File: config.mk
export PLATFORM = sky130hd
export DESIGN_NAME = seg_display_arbiter
export DESIGN_NICKNAME = d
export VERILOG_FILES = /design/src/rtl/seg_display_arbiter.sv
export SDC_FILE = /design/constraint.sdc
export NUM_CORES = 1
export LEC_CHECK = 0
export CAP_MARGIN = 20
export CORE_MARGIN = 2
export CORE_UTILIZATION = 45
export DETAILED_ROUTE_END_ITERATION = 6
export GPL_ROUTABILITY_DRIVEN = 0
export PLACE_DENSITY_LB_ADDON = 0.3
export SYNTH_ARGS = -nofsm -noshare
export SYNTH_HDL_FRONTEND = slang
export SYNTH_SLANG_ARGS = --single-unit
File: constraint.sdc
create_clock -name clk -period 3.9 [get_ports clk]
set_clock_uncertainty 0.2 [all_clocks]
set_input_delay 0.78 -clock clk [delete_from_list [all_inputs] [get_ports clk]]
set_output_delay 0.78 -clock clk [all_outputs]
set_load 0.01 [all_outputs]
File: src/rtl/seg_display_arbiter.sv
// Purpose: shares one 4-digit active-low seven-segment display between N_REQ
//          requesters using round-robin ownership with a minimum hold time.
// Latency: seg/an are registered; each update lands on the digit_tick edge.
//          Grant changes only at frame boundaries.
// Backpressure: none. req is level-sensitive and is sampled only at frame_end.
//
// Ports:
//   clk, rst_n  : clock, asynchronous active-low reset
//   req         : per-requester display request (level)
//   pattern     : requester k frame in [32k+31:32k]; byte 3 = leftmost digit
//   dim         : (only when SEG_DIM_EN is defined) 25% duty digit enable
//   grant       : one-hot current owner, zero when idle
//   seg, an     : active-low segment / digit drive (dp in seg[7])
//   frame_tick  : one-cycle pulse at each frame boundary
// Optional feature macro: SEG_DIM_EN
module seg_display_arbiter #(
  parameter int N_REQ       = 3,
  parameter int SCAN_DIV    = 100_000,
  parameter int HOLD_FRAMES = 4
) (
  input  logic                 clk,
  input  logic                 rst_n,
  input  logic [N_REQ-1:0]     req,
  input  logic [32*N_REQ-1:0]  pattern,
`ifdef SEG_DIM_EN
  input  logic                 dim,
`endif
  output logic [N_REQ-1:0]     grant,
  output logic [7:0]           seg,
  output logic [3:0]           an,
  output logic                 frame_tick
);

  localparam int CW = (SCAN_DIV > 1) ? $clog2(SCAN_DIV) : 1;
  localparam int OW = $clog2(N_REQ);
  localparam int HW = $clog2(HOLD_FRAMES + 1);
  localparam logic [CW-1:0] CNT_MAX  = CW'(SCAN_DIV - 1);
  localparam logic [HW-1:0] HOLD_MAX = HW'(HOLD_FRAMES - 1);
  localparam logic [OW-1:0] LAST_RST = OW'(N_REQ - 1);

  typedef enum logic {S_IDLE = 1'b0, S_OWN = 1'b1} state_t;

  state_t            r_state, w_state_nxt;
  logic [OW-1:0]     r_owner, w_owner_nxt;
  logic [OW-1:0]     r_last, w_last_nxt;
  logic [HW-1:0]     r_held, w_held_nxt;
  logic [CW-1:0]     r_cnt;
  logic [1:0]        r_pos, w_pos_nxt;
  logic [7:0]        r_seg, w_seg_nxt;
  logic [3:0]        r_an, w_an_nxt;
  logic              r_frame_tick;
  logic              w_digit_tick, w_frame_end;
  logic [N_REQ-1:0]  w_own_mask, w_others;
  logic [OW:0]       w_pick_idle, w_pick_own;
  logic [31:0]       w_frame;

  // Returns {found, index}: first set bit of mask searching upward from
  // start with wrap-around. Iterating from the far end lets the nearest
  // candidate overwrite the result last.
  function automatic logic [OW:0] rr_pick(input logic [N_REQ-1:0] mask,
                                          input int start);
    logic [OW:0] res;
    int          idx;
    res = '0;
    for (int i = N_REQ - 1; i >= 0; i--) begin
      idx = start + i;
      if (idx >= N_REQ) idx = idx - N_REQ;
      if (mask[OW'(idx)]) res = {1'b1, OW'(idx)};
    end
    return res;
  endfunction

  assign w_digit_tick = (r_cnt == CNT_MAX);
  assign w_frame_end  = w_digit_tick && (r_pos == 2'd3);
  assign w_pos_nxt    = r_pos + 2'd1;

  assign w_own_mask  = N_REQ'(1) << r_owner;
  assign w_others    = req & ~w_own_mask;
  assign w_pick_idle = rr_pick(req, (int'(r_last) + 1) % N_REQ);
  assign w_pick_own  = rr_pick(w_others, (int'(r_owner) + 1) % N_REQ);

  // Ownership FSM: decisions are taken only on the frame_end edge.
  always_comb begin
    w_state_nxt = r_state;
    w_owner_nxt = r_owner;
    w_last_nxt  = r_last;
    w_held_nxt  = r_held;
    if (w_frame_end) begin
      case (r_state)
        S_IDLE: begin
          if (w_pick_idle[OW]) begin
            w_state_nxt = S_OWN;
            w_owner_nxt = w_pick_idle[OW-1:0];
            w_held_nxt  = '0;
          end
        end
        S_OWN: begin
          if ((req & w_own_mask) == '0) begin
            // Owner let go: hand over or fall back to idle.
            w_last_nxt = r_owner;
            w_held_nxt = '0;
            if (w_pick_own[OW]) begin
              w_owner_nxt = w_pick_own[OW-1:0];
            end else begin
              w_state_nxt = S_IDLE;
            end
          end else if (w_pick_own[OW] && (r_held >= HOLD_MAX)) begin
            // Hold time served and someone else is waiting.
            w_last_nxt  = r_owner;
            w_owner_nxt = w_pick_own[OW-1:0];
            w_held_nxt  = '0;
          end else if (r_held < HOLD_MAX) begin
            w_held_nxt = r_held + 1'b1;
          end
        end
        default: w_state_nxt = S_IDLE;
      endcase
    end
  end

  // Slot contents for the pos value about to be shown. Uses the next owner so
  // that the first digit of a new frame already belongs to the new owner.
  always_comb begin
    w_frame = '1;
    for (int k = 0; k < N_REQ; k++) begin
      if (w_owner_nxt == OW'(k)) w_frame = pattern[32*k +: 32];
    end
    w_seg_nxt = 8'hFF;
    w_an_nxt  = 4'b1111;
    if (w_state_nxt == S_OWN) begin
      case (w_pos_nxt)
        2'd0: begin w_an_nxt = 4'b0111; w_seg_nxt = w_frame[31:24]; end
        2'd1: begin w_an_nxt = 4'b1011; w_seg_nxt = w_frame[23:16]; end
        2'd2: begin w_an_nxt = 4'b1101; w_seg_nxt = w_frame[15:8];  end
        default: begin w_an_nxt = 4'b1110; w_seg_nxt = w_frame[7:0]; end
      endcase
    end
  end

  always_ff @(posedge clk or negedge rst_n) begin
    if (!rst_n) begin
      r_state <= S_IDLE;
      r_owner <= '0;
      r_last  <= LAST_RST;
      r_held  <= '0;
    end else begin
      r_state <= w_state_nxt;
      r_owner <= w_owner_nxt;
      r_last  <= w_last_nxt;
      r_held  <= w_held_nxt;
    end
  end

  always_ff @(posedge clk or negedge rst_n) begin
    if (!rst_n) begin
      r_cnt        <= '0;
      r_pos        <= 2'd0;
      r_seg        <= 8'hFF;
      r_an         <= 4'b1111;
      r_frame_tick <= 1'b0;
    end else begin
      r_frame_tick <= w_frame_end;
      if (w_digit_tick) begin
        r_cnt <= '0;
        r_pos <= w_pos_nxt;
        r_seg <= w_seg_nxt;
        r_an  <= w_an_nxt;
      end else begin
        r_cnt <= r_cnt + 1'b1;
      end
    end
  end

  assign grant      = (r_state == S_OWN) ? w_own_mask : '0;
  assign seg        = r_seg;
  assign frame_tick = r_frame_tick;

`ifdef SEG_DIM_EN
  // Digit enable only during the first quarter of each slot when dimmed.
  localparam logic [CW-1:0] DIM_ON = CW'(SCAN_DIV / 4);
  assign an = (dim && (r_cnt >= DIM_ON)) ? 4'b1111 : r_an;
`else
  assign an = r_an;
`endif

endmodule
== Yosys cells after proc, flatten, opt, wreduce, memory -nomap -nowiden ==
Index checks and enable logic that the tools add are counted.
Word-level totals
  word-level logic and storage cells: 118
  input port bits: 101
  bits in registers: 40
Cells by class
  shift operators: 1
  equality and inequality tests: 8
  divide/modulo/power cells: 2
  magnitude comparators: 14
  reductions and logical operators: 8
  bitwise operators: 4
  add/subtract/negate cells: 15
  mux-type cells: 57
Operators with widths (number)
  32-bit by 3-bit greater-or-equal comparator with 1-bit output (second input constant): 6
  32-bit 2-to-1 mux: 3
  32-bit by 2-bit adder with 32-bit output (second input constant): 2
  32-bit by 3-bit adder with 32-bit output (second input constant): 2
  32-bit by 3-bit modulo with 32-bit output (second input constant): 2
  3-bit 2-to-1 mux: 11
  2-bit 2-to-1 mux: 13
  2-bit by 4-bit < comparator with 1-bit output (second input constant): 6
  8-bit one-hot mux with 3 select lines: 1
  17-bit by 1-bit adder with 17-bit output (second input constant): 1
  17-bit == test (second input constant): 1
  17-bit 2-to-1 mux: 1
  1-bit 2-to-1 mux: 16
  1-bit binary-select mux with 2-bit select: 6
  4-bit one-hot mux with 3 select lines: 1
  2-bit by 1-bit subtractor with 2-bit output (second input constant): 6
  8-bit 2-to-1 mux: 1
  2-bit by 1-bit adder with 3-bit output (second input constant): 2
  3-bit AND: 2
  2-bit == test (second input constant): 3
  3-bit one-hot mux with 2 select lines: 1
  3-bit AND reduction: 2
  2-bit by 1-bit == test with 1-bit output (second input constant): 2
  2-bit logical NOT: 2
  15 further kinds: 16

== Depth between registers and ports, before layout ==
Gate-level depths: netlist (run 1).
  word-level depth: 22
  gate-level depth with buffers: 14
  gate-level depth less buffers: 11

== Worst setup path before layout (run 1) ==
OpenSTA, ideal clock, no wires.
  path type: register to register
  start point: register r_owner[0]
  end point: register r_seg[2] (netlist: seg[2])
  path buffers: 1
  setup slack: 500 ps
  period minus slack after synthesis: 3400 ps
  library setup time: 82 ps
  data required time: 3618 ps
  arrival time: 3119 ps
  cell stages (with the launch flop): 13
  cells stage by stage: dfrtp_1 > inv_1 > ha_1 > and4b_1 > or4_4 > o31ai_1 > a311oi_2 > nand2_1 > buf_2 > mux2i_1 > a2bb2oi_1 > a22o_1 > o31a_1
Between the ends
  longest elaborated chain between the ends: 22
  elaborated cells between the ends (all ways): 49
  those cells by class: add/sub (6); div (1); order compare (3); eq/ne (2); shift (1); mux (30); bitwise (3); reduce/logical (3)
Ends and longest elaborated chain
  from (decl): RTL line 44  | logic [OW-1:0] r_owner, w_owner_nxt;
  from (signal assigned): RTL line 148  | r_owner <= w_owner_nxt;
  2-bit by 1-bit adder with 3-bit output: RTL line 80  | assign w_pick_own = rr_pick(w_others, (int'(r_owner) + 1) % N_REQ);
  32-bit by 3-bit modulo with 32-bit output: RTL line 80
  32-bit by 3-bit adder with 32-bit output: RTL line 66  | idx = start + i;
  32-bit by 3-bit greater-or-equal comparator with 1-bit output / 2-bit by 1-bit subtractor with 2-bit output (equally long branches): RTL line 67  | if (idx >= N_REQ) idx = idx - N_REQ;
  2-bit 2-to-1 mux: RTL line 67
  1-bit binary-select mux with 2-bit select: RTL line 68  | if (mask[OW'(idx)]) res = {1'b1, OW'(idx)};
  1-bit 2-to-1 mux (implied by the code) (2 in series): RTL line 68
  3-bit 2-to-1 mux (3 in series): RTL line 68
  1-bit logical AND: RTL line 107  | end else if (w_pick_own[OW] && (r_held >= HOLD_MAX)) begin
  2-bit 2-to-1 mux: RTL line 107
  2-bit 2-to-1 mux: RTL line 98  | if ((req & w_own_mask) == '0) begin
  2-bit one-hot mux with 2 select lines: RTL line 89  | case (r_state)
  2-bit 2-to-1 mux: RTL line 88  | if (w_frame_end) begin
  2-bit logical NOT: RTL line 126  | if (w_owner_nxt == OW'(k)) w_frame = pattern[32*k +: 32];
  32-bit 2-to-1 mux (3 in series): RTL line 126
  8-bit one-hot mux with 3 select lines: RTL line 131  | case (w_pos_nxt)
  8-bit 2-to-1 mux (*): RTL line 130  | if (w_state_nxt == S_OWN) begin
  to (signal assigned): RTL line 166  | r_seg <= w_seg_nxt;
  to (decl): RTL line 49  | logic [7:0] r_seg, w_seg_nxt;
Every way passes the cells marked *; elsewhere a longest branch is shown, timed or not. The select of a mux whose other input is x is not followed.
A chain may end at the register's enable or synchronous reset.

== Final worst setup path (run 1) ==
  start point: input req[0]
  end point: register r_seg[4] (netlist: seg[4])
Between the ends
  longest elaborated chain between the ends: 18
  elaborated cells between the ends (all ways): 47
  those cells by class: eq/ne (2); mux (40); bitwise (2); reduce/logical (3)
Ends and longest elaborated chain
  from (decl): RTL line 23  | input logic [N_REQ-1:0] req,
  3-bit AND: RTL line 78  | assign w_others = req & ~w_own_mask;
  1-bit binary-select mux with 2-bit select: RTL line 68
  1-bit 2-to-1 mux (implied by the code) (2 in series): RTL line 68
  3-bit 2-to-1 mux (3 in series): RTL line 68
  1-bit logical AND: RTL line 107
  2-bit 2-to-1 mux: RTL line 107
  2-bit 2-to-1 mux: RTL line 98
  2-bit one-hot mux with 2 select lines: RTL line 89
  2-bit 2-to-1 mux: RTL line 88
  2-bit logical NOT: RTL line 126
  32-bit 2-to-1 mux (3 in series): RTL line 126
  8-bit one-hot mux with 3 select lines: RTL line 131
  8-bit 2-to-1 mux (*): RTL line 130
Marked as above.

==> metrics.csv, run 1 <==
metric;value;unit
Die Height;89.58;µm
Root Buffer;clkbuf_8;
nets;604;
outcome;complete, no violations;
Congestion Overflow GR;0;
CORE AREA;0.007176;mm²
most repeated library cell on the critical path;buf_4;
hold-fix buffer count after cts;0;
detailed-route via count;3255;
Finished Layout Cells;584;
sequential share of the synthesized area;0.3087;
I/O Buffers;116;
htree depth;2;
Pins Over Slew Limit;0;
synthesized instance count;363;
CTS tree;built;
unrepaired setup endpoints after global routing;false;
post-synthesis mux area share;0.1097;
crit path kind;in -> reg;
Fin Hold WS;304.9;ps
main combinational cell family by area after synthesis;compound AO/OA/AOI/OAI gates;
Resize count post-CTS;0;
CP Launch Type;input port;
final WL;9770;µm
Die Span X;89.58;µm
Routed wire per std cell;16.73;µm
area share of fa/ha/maj cells after synthesis;0.07213;
worst endpoint data arrival time;3790;ps
FMAX;0.2663;GHz
Tcrit/Tclk final;0.9629;
Tightest Pin Transition;885.4;ps
top-area cell type share of the netlist area;0.2050;
Die ar.;0.008025;mm²
Main synth FF type;dfrtp_1;
post-synth net total;483;
Final Hold Vio Count;0;
post-layout power;923.4;µW
Hold Path Sink;r_cnt[0];
YS warnings;0;
insertion delay of the later-clocked pin in the worst-skew pair;300;ps
Boundary Pins;117;
EDFF count, synth;0;
Leak Pwr;0.001879;µW
placed cell count;576;
share of post-route cells with drive strength above 1;0.1175;
DRT antenna net count;0;
Slew HR;0.4098;
n_diodes;0;
Setup Fix Bufs, Post-CTS;0;
final setup TNS;0;ps
largest area contributor in the netlist;dfrtp_1;
Reg2Reg Launch Point;r_owner[1];
syn avg cell area;9.079;µm²
DRC Markers;0;
most frequent cells in the layout;115 x clkdlybuf4s50_1, 33 x nor2_1, 31 x a21oi_1;
commonest non-fill, non-tap cell in the layout;clkdlybuf4s50_1;
CP Capture Type;register;
pwr dens;194.6;mW/mm²
Max-Cap Viols;0;
flops & latches, synth;40;
hold path startpoint;r_cnt[0];
setup violators final;0;
Layout area overhead;44.00;%
initial antenna violation count;0;
vias per inst;5.574;
R2R setup slack;190;ps
Total GRT Usage;0.2430;
Clock Pin Slew Worst Setup and Hold Paths;80;ps
pre-CTS setup slack;-84.61;ps
detailed-placement wirelength estimate;7711;µm
clk buf depth;2;
vias in the first global route;3177;
number of core rows;31;
Initial DRT Pass Iterations;4;
Sink Count;40;
Synth Area in Compound Gates;0.2206;
async set-reset flop share out of synthesis;1.000;
synth top area cells;dfrtp_1 21%, dfstp_2 10%, mux2i_1 7.9%, ha_1 7.2%, a21oi_1 4.7%;
FF-to-FF End;seg[4];
hold depth;1;
Crit path required time;3930;ps
Initial DRC Count;153;
global-route wire length before repair;15080;µm
sequence of cells on the critical path;clkdlybuf4s50_1, buf_4, mux2i_1, o21ai_0, nor4_1, and2b_1, a2bb2oi_4, or2_1, buf_4, buf_4, o21ai_0, a21oi_1, o31a_1;
Critical Path Slowest Stage Cell;nor4_1;
pin count of the biggest net entering global routing;41;
Peak VDD IR;160.8;µV
Synth Area in XOR/XNOR;0.03986;
Largest stage delay, worst path;480;ps
Max FO, Critical Path;9;
effective utilization at floorplan;0.4593;
worst hold path type;reg -> reg;
post-synthesis instance area;0.003296;mm²
Synth cell types;61;
slack of the critical path;144.7;ps
clock buffer count from CTS;5;
crit path time final;3755;ps
R2R depth;13;
simple-gate share of the synthesized area;0.1963;
[how the worst max path moves through the flow]
stage,depth (start not counted),from,endpoint
6_report,13,req[0],seg[4]
5_1_grt,13,r_owner[1],seg[6]
4_1_cts,13,req[0],seg[4]
3_5_place_dp,13,req[0],seg[4]
3_3_place_gp,13,req[0],seg[4]
2_1_floorplan,12,r_owner[0],seg[2]
[power by group]
part | total [µW] | leakage, µW | internal, µW | switching, µW
sequential | 415 | 0.000494 | 415 | 0
clock | 350 | 0.0000583 | 193 | 157
combinational | 159 | 0.00133 | 113 | 46.0
[registers in the layout, summed over array words and instances (netlist names)]
signal      count
an              4
frame_tick      1
r_cnt          17
r_held          3
r_last          2
r_owner         2
r_pos           2
r_state         1
seg             8
[area by class of cell]
type,count,area [µm²]
Timing Repair Buffer,134,1316
Fill cell,593,2430
Clock inverter,3,47.55
Inverter,15,56.30
Tap cell,99,123.9
Clock buffer,5,68.82
Sequential cell,40,1017
Multi-Input combinational cell,288,2116
[metal layers]
layer	global-route usage	vias up	wire length (µm)
met3	0.04479	11	499
met4	0.08005	0	179
met1	0.3022	1551	4030
met5	0	-	0
li1	-	1578	-
met2	0.4238	115	5061
[synthesized netlist by cell type, types with 3 or more instances]
| cell | n |
|---|---|
| mux2i_1 | 26 |
| nor3b_1 | 4 |
| a2bb2oi_1 | 14 |
| xor2_1 | 6 |
| or3_1 | 4 |
| buf_4 | 6 |
| nand2_1 | 18 |
| nor2b_1 | 3 |
| nand2b_1 | 5 |
| and2_1 | 5 |
| ha_1 | 19 |
| a21oi_1 | 31 |
| o31a_1 | 6 |
| o21ai_0 | 17 |
| nor2_1 | 33 |
| buf_2 | 4 |
| dfrtp_1 | 27 |
| a22o_1 | 6 |
| xnor2_1 | 9 |
| o22ai_1 | 8 |
| nand4_1 | 5 |
| mux2_2 | 9 |
| nor4_1 | 6 |
| clkbuf_1 | 7 |
| o21a_1 | 4 |
| nand3_1 | 9 |
| dfstp_2 | 13 |
| inv_1 | 15 |
| nand4bb_1 | 3 |
[logic make-up (layout without fill, tap and decap cells)]
family	count (synthesis)	after routing
flops	40	40
buf+inv	35	157
mux	35	35
xor+xnor	15	15
compound gates	104	104
simple gates	115	115
fa+ha+maj	19	19
[metrics by stage]
step             util  instance area (µm²)
2_1_floorplan       -                 3296
3_3_place_gp   0.6452                 4629
3_5_place_dp   0.6452                 4629
4_1_cts        0.6614                 4746
5_1_grt        0.6614                 4746
6_report       0.6614                 4746
[critical path: cells and delay by family]
kind / cells / cell delay [ps]
AOI/OAI and AO/OA: 5 / 840
buffers and inverters: 4 / 980
muxes: 1 / 160
and+or+nand+nor: 3 / 1030
No activity file was read; power rests on OpenSTA's default activity.
==> run 2, diff against run 1 <==
- clock period: 3.9 -> 4.4 ns (I/O delays scaled with it)
==> run 2 against run 1 <==
  * Worst hold slack got worse by 14 ps
  * Critical endpoint is now seg[0]
  * Utilization shrank 1.4 points
  * Die area is the same
  * Critical path type unchanged
  * Critical path depth is 1 lower
  * Largest power group unchanged
  * Power is 12% lower
  * Cell area is 2.2% lower
  * Sequential cell count unchanged
==> metrics.csv, run 2 (synthesized netlist as in run 1, its figures left out) <==
metric;value;unit
outcome;complete, no violations;
Hold Path Sink;r_cnt[0];
Die Height;89.58;µm
Max-Cap Viols;0;
Setup Fix Bufs, Post-CTS;0;
DRT antenna net count;0;
Congestion Overflow GR;0;
FF-to-FF End;seg[3];
Initial DRT Pass Iterations;4;
clk buf depth;2;
vias per inst;5.607;
I/O Buffers;116;
Leak Pwr;0.001814;µW
DRC Markers;0;
Clock Pin Slew Worst Setup and Hold Paths;90;ps
Biggest register;r_cnt;
CORE AREA;0.007176;mm²
Final Hold Vio Count;0;
Pint;636.3;µW
Highest Signal Layer;met4;
crit path time final;3882;ps
CTS tree;built;
most repeated library cell on the critical path;buf_4;
detailed-route via count;3207;
Routed wire per std cell;16.38;µm
Critical Path Slowest Stage Cell;clkdlybuf4s50_1;
global-route wire length before repair;14270;µm
Total GRT Usage;0.2297;
R2R depth;12;
CP Launch Type;input port;
final setup TNS;0;ps
Clock power frac;0.383;
hold-fix buffer count after cts;0;
nets;592;
Die Span X;89.58;µm
Slew HR;0.3933;
Peak VDD IR;114.5;µV
Post-Route M1 WL;3860;µm
Root Buffer;clkbuf_8;
Die ar.;0.008025;mm²
worst endpoint data arrival time;3920;ps
vias in the first global route;3065;
Max FO, Critical Path;36;
metal3 WL;541;µm
Resize count post-CTS;0;
FMAX;0.2576;GHz
htree depth;2;
effective utilization at floorplan;0.4593;
R2R setup slack;680;ps
pin count of the biggest net entering global routing;41;
Reg2Reg Launch Point;r_owner[1];
hold depth;1;
worst hold path type;reg -> reg;
n_diodes;0;
clock buffer count from CTS;5;
Layout area overhead;40.89;%
share of post-route cells with drive strength above 1;0.09514;
pwr dens;175.8;mW/mm²
Crit path required time;4440;ps
fillers;608;
Pins Over Slew Limit;0;
met2 wire length;4779;µm
Tcrit/Tclk final;0.8822;
Combinational Power Share;0.166;
share of power burned in registers;0.451;
commonest non-fill, non-tap cell in the layout;clkdlybuf4s50_1;
hold path startpoint;r_cnt[0];
number of core rows;31;
initial antenna violation count;0;
unrepaired setup endpoints after global routing;false;
CP Capture Type;register;
sequence of cells on the critical path;clkdlybuf4s50_1, a222oi_1, buf_4, or3_1, o311a_1, o2bb2ai_1, a2bb2oi_4, buf_4, nand2_1, o22ai_1, a21oi_1, o31a_1;
Boundary Pins;117;
most frequent cells in the layout;115 x clkdlybuf4s50_1, 33 x nor2_1, 31 x a21oi_1;
Finished Layout Cells;572;
Net Sw Frac;0.2204;
crit path kind;in -> reg;
detailed-placement wirelength estimate;7144;µm
Tightest Pin Transition;910.0;ps
max FFs per register;17;
Sink Count;40;
Initial DRC Count;188;
insertion delay of the later-clocked pin in the worst-skew pair;310;ps
net switching power;179.8;µW
Largest stage delay, worst path;590;ps
placed cell count;564;
final WL;9368;µm
setup violators final;0;
==> run 2: power by group through the flow <==
| stage | Sequential [µW] | Clock [µW] | Combinational (µW) |
|---|---|---|---|
| 2_1_floorplan | 375 | 0 | 31.9 |
| 3_3_place_gp | 375 | 0 | 135 |
| 3_5_place_dp | 375 | 0 | 136 |
| 4_1_cts | 368 | 317 | 136 |
| 5_1_grt | 368 | 337 | 145 |
| 6_report | 368 | 313 | 136 |
==> run 2: through the flow <==
| stage | utilization | cell area [µm²] | total power, µW | worst slack, ps | hold WS (ps) |
|---|---|---|---|---|---|
| floorplan | - | 3296 | 406.7 | 991.3 | 254.9 |
| global placement | 0.6309 | 4527 | 509.3 | 320.2 | 273.5 |
| detailed placement | 0.6309 | 4527 | 510.2 | 247.6 | 288.0 |
| CTS | 0.6471 | 4643 | 820.8 | 563.7 | 300.3 |
| global route | 0.6471 | 4643 | 850.1 | 323.1 | 321.4 |
| finish | 0.6471 | 4643 | 816.2 | 518.3 | 290.6 |
==> run 2: area by class of cell <==
type	count	area, µm²	area share
multi-input combinational	288	2116	0.4557
timing repair buffer	122	1214	0.2614
sequential	40	1017	0.2191
tap	99	123.9	0.02668
clock buffer	5	68.82	0.01482
inverter	15	56.30	0.01213
clock inverter	3	47.55	0.01024
==> run 2: how the worst max path moves through the flow <==
stage / slack [ps] / startpoint / depth (start not counted) / to
2_1_floorplan: 990 / req[1] / 10 / seg[2]
3_3_place_gp: 320 / req[0] / 12 / seg[4]
3_5_place_dp: 250 / req[0] / 12 / seg[0]
4_1_cts: 560 / req[0] / 10 / seg[1]
5_1_grt: 320 / req[0] / 12 / seg[0]
6_report: 520 / req[0] / 12 / seg[0]
==> run 2: routing by layer <==
layer | up-vias | GRT usage
met1 | 1522 | 0.2890
li1 | 1559 | -
met5 | - | 0
met3 | 16 | 0.05027
met2 | 110 | 0.3910
met4 | 0 | 0.07598
==> run 2: worst max-delay path, delay by kind of cell <==
kind                   cells  cell delay (ps)
AOI/OAI and AO/OA          7             1210
buffers and inverters      3             1120
and+or+nand+nor            2              690
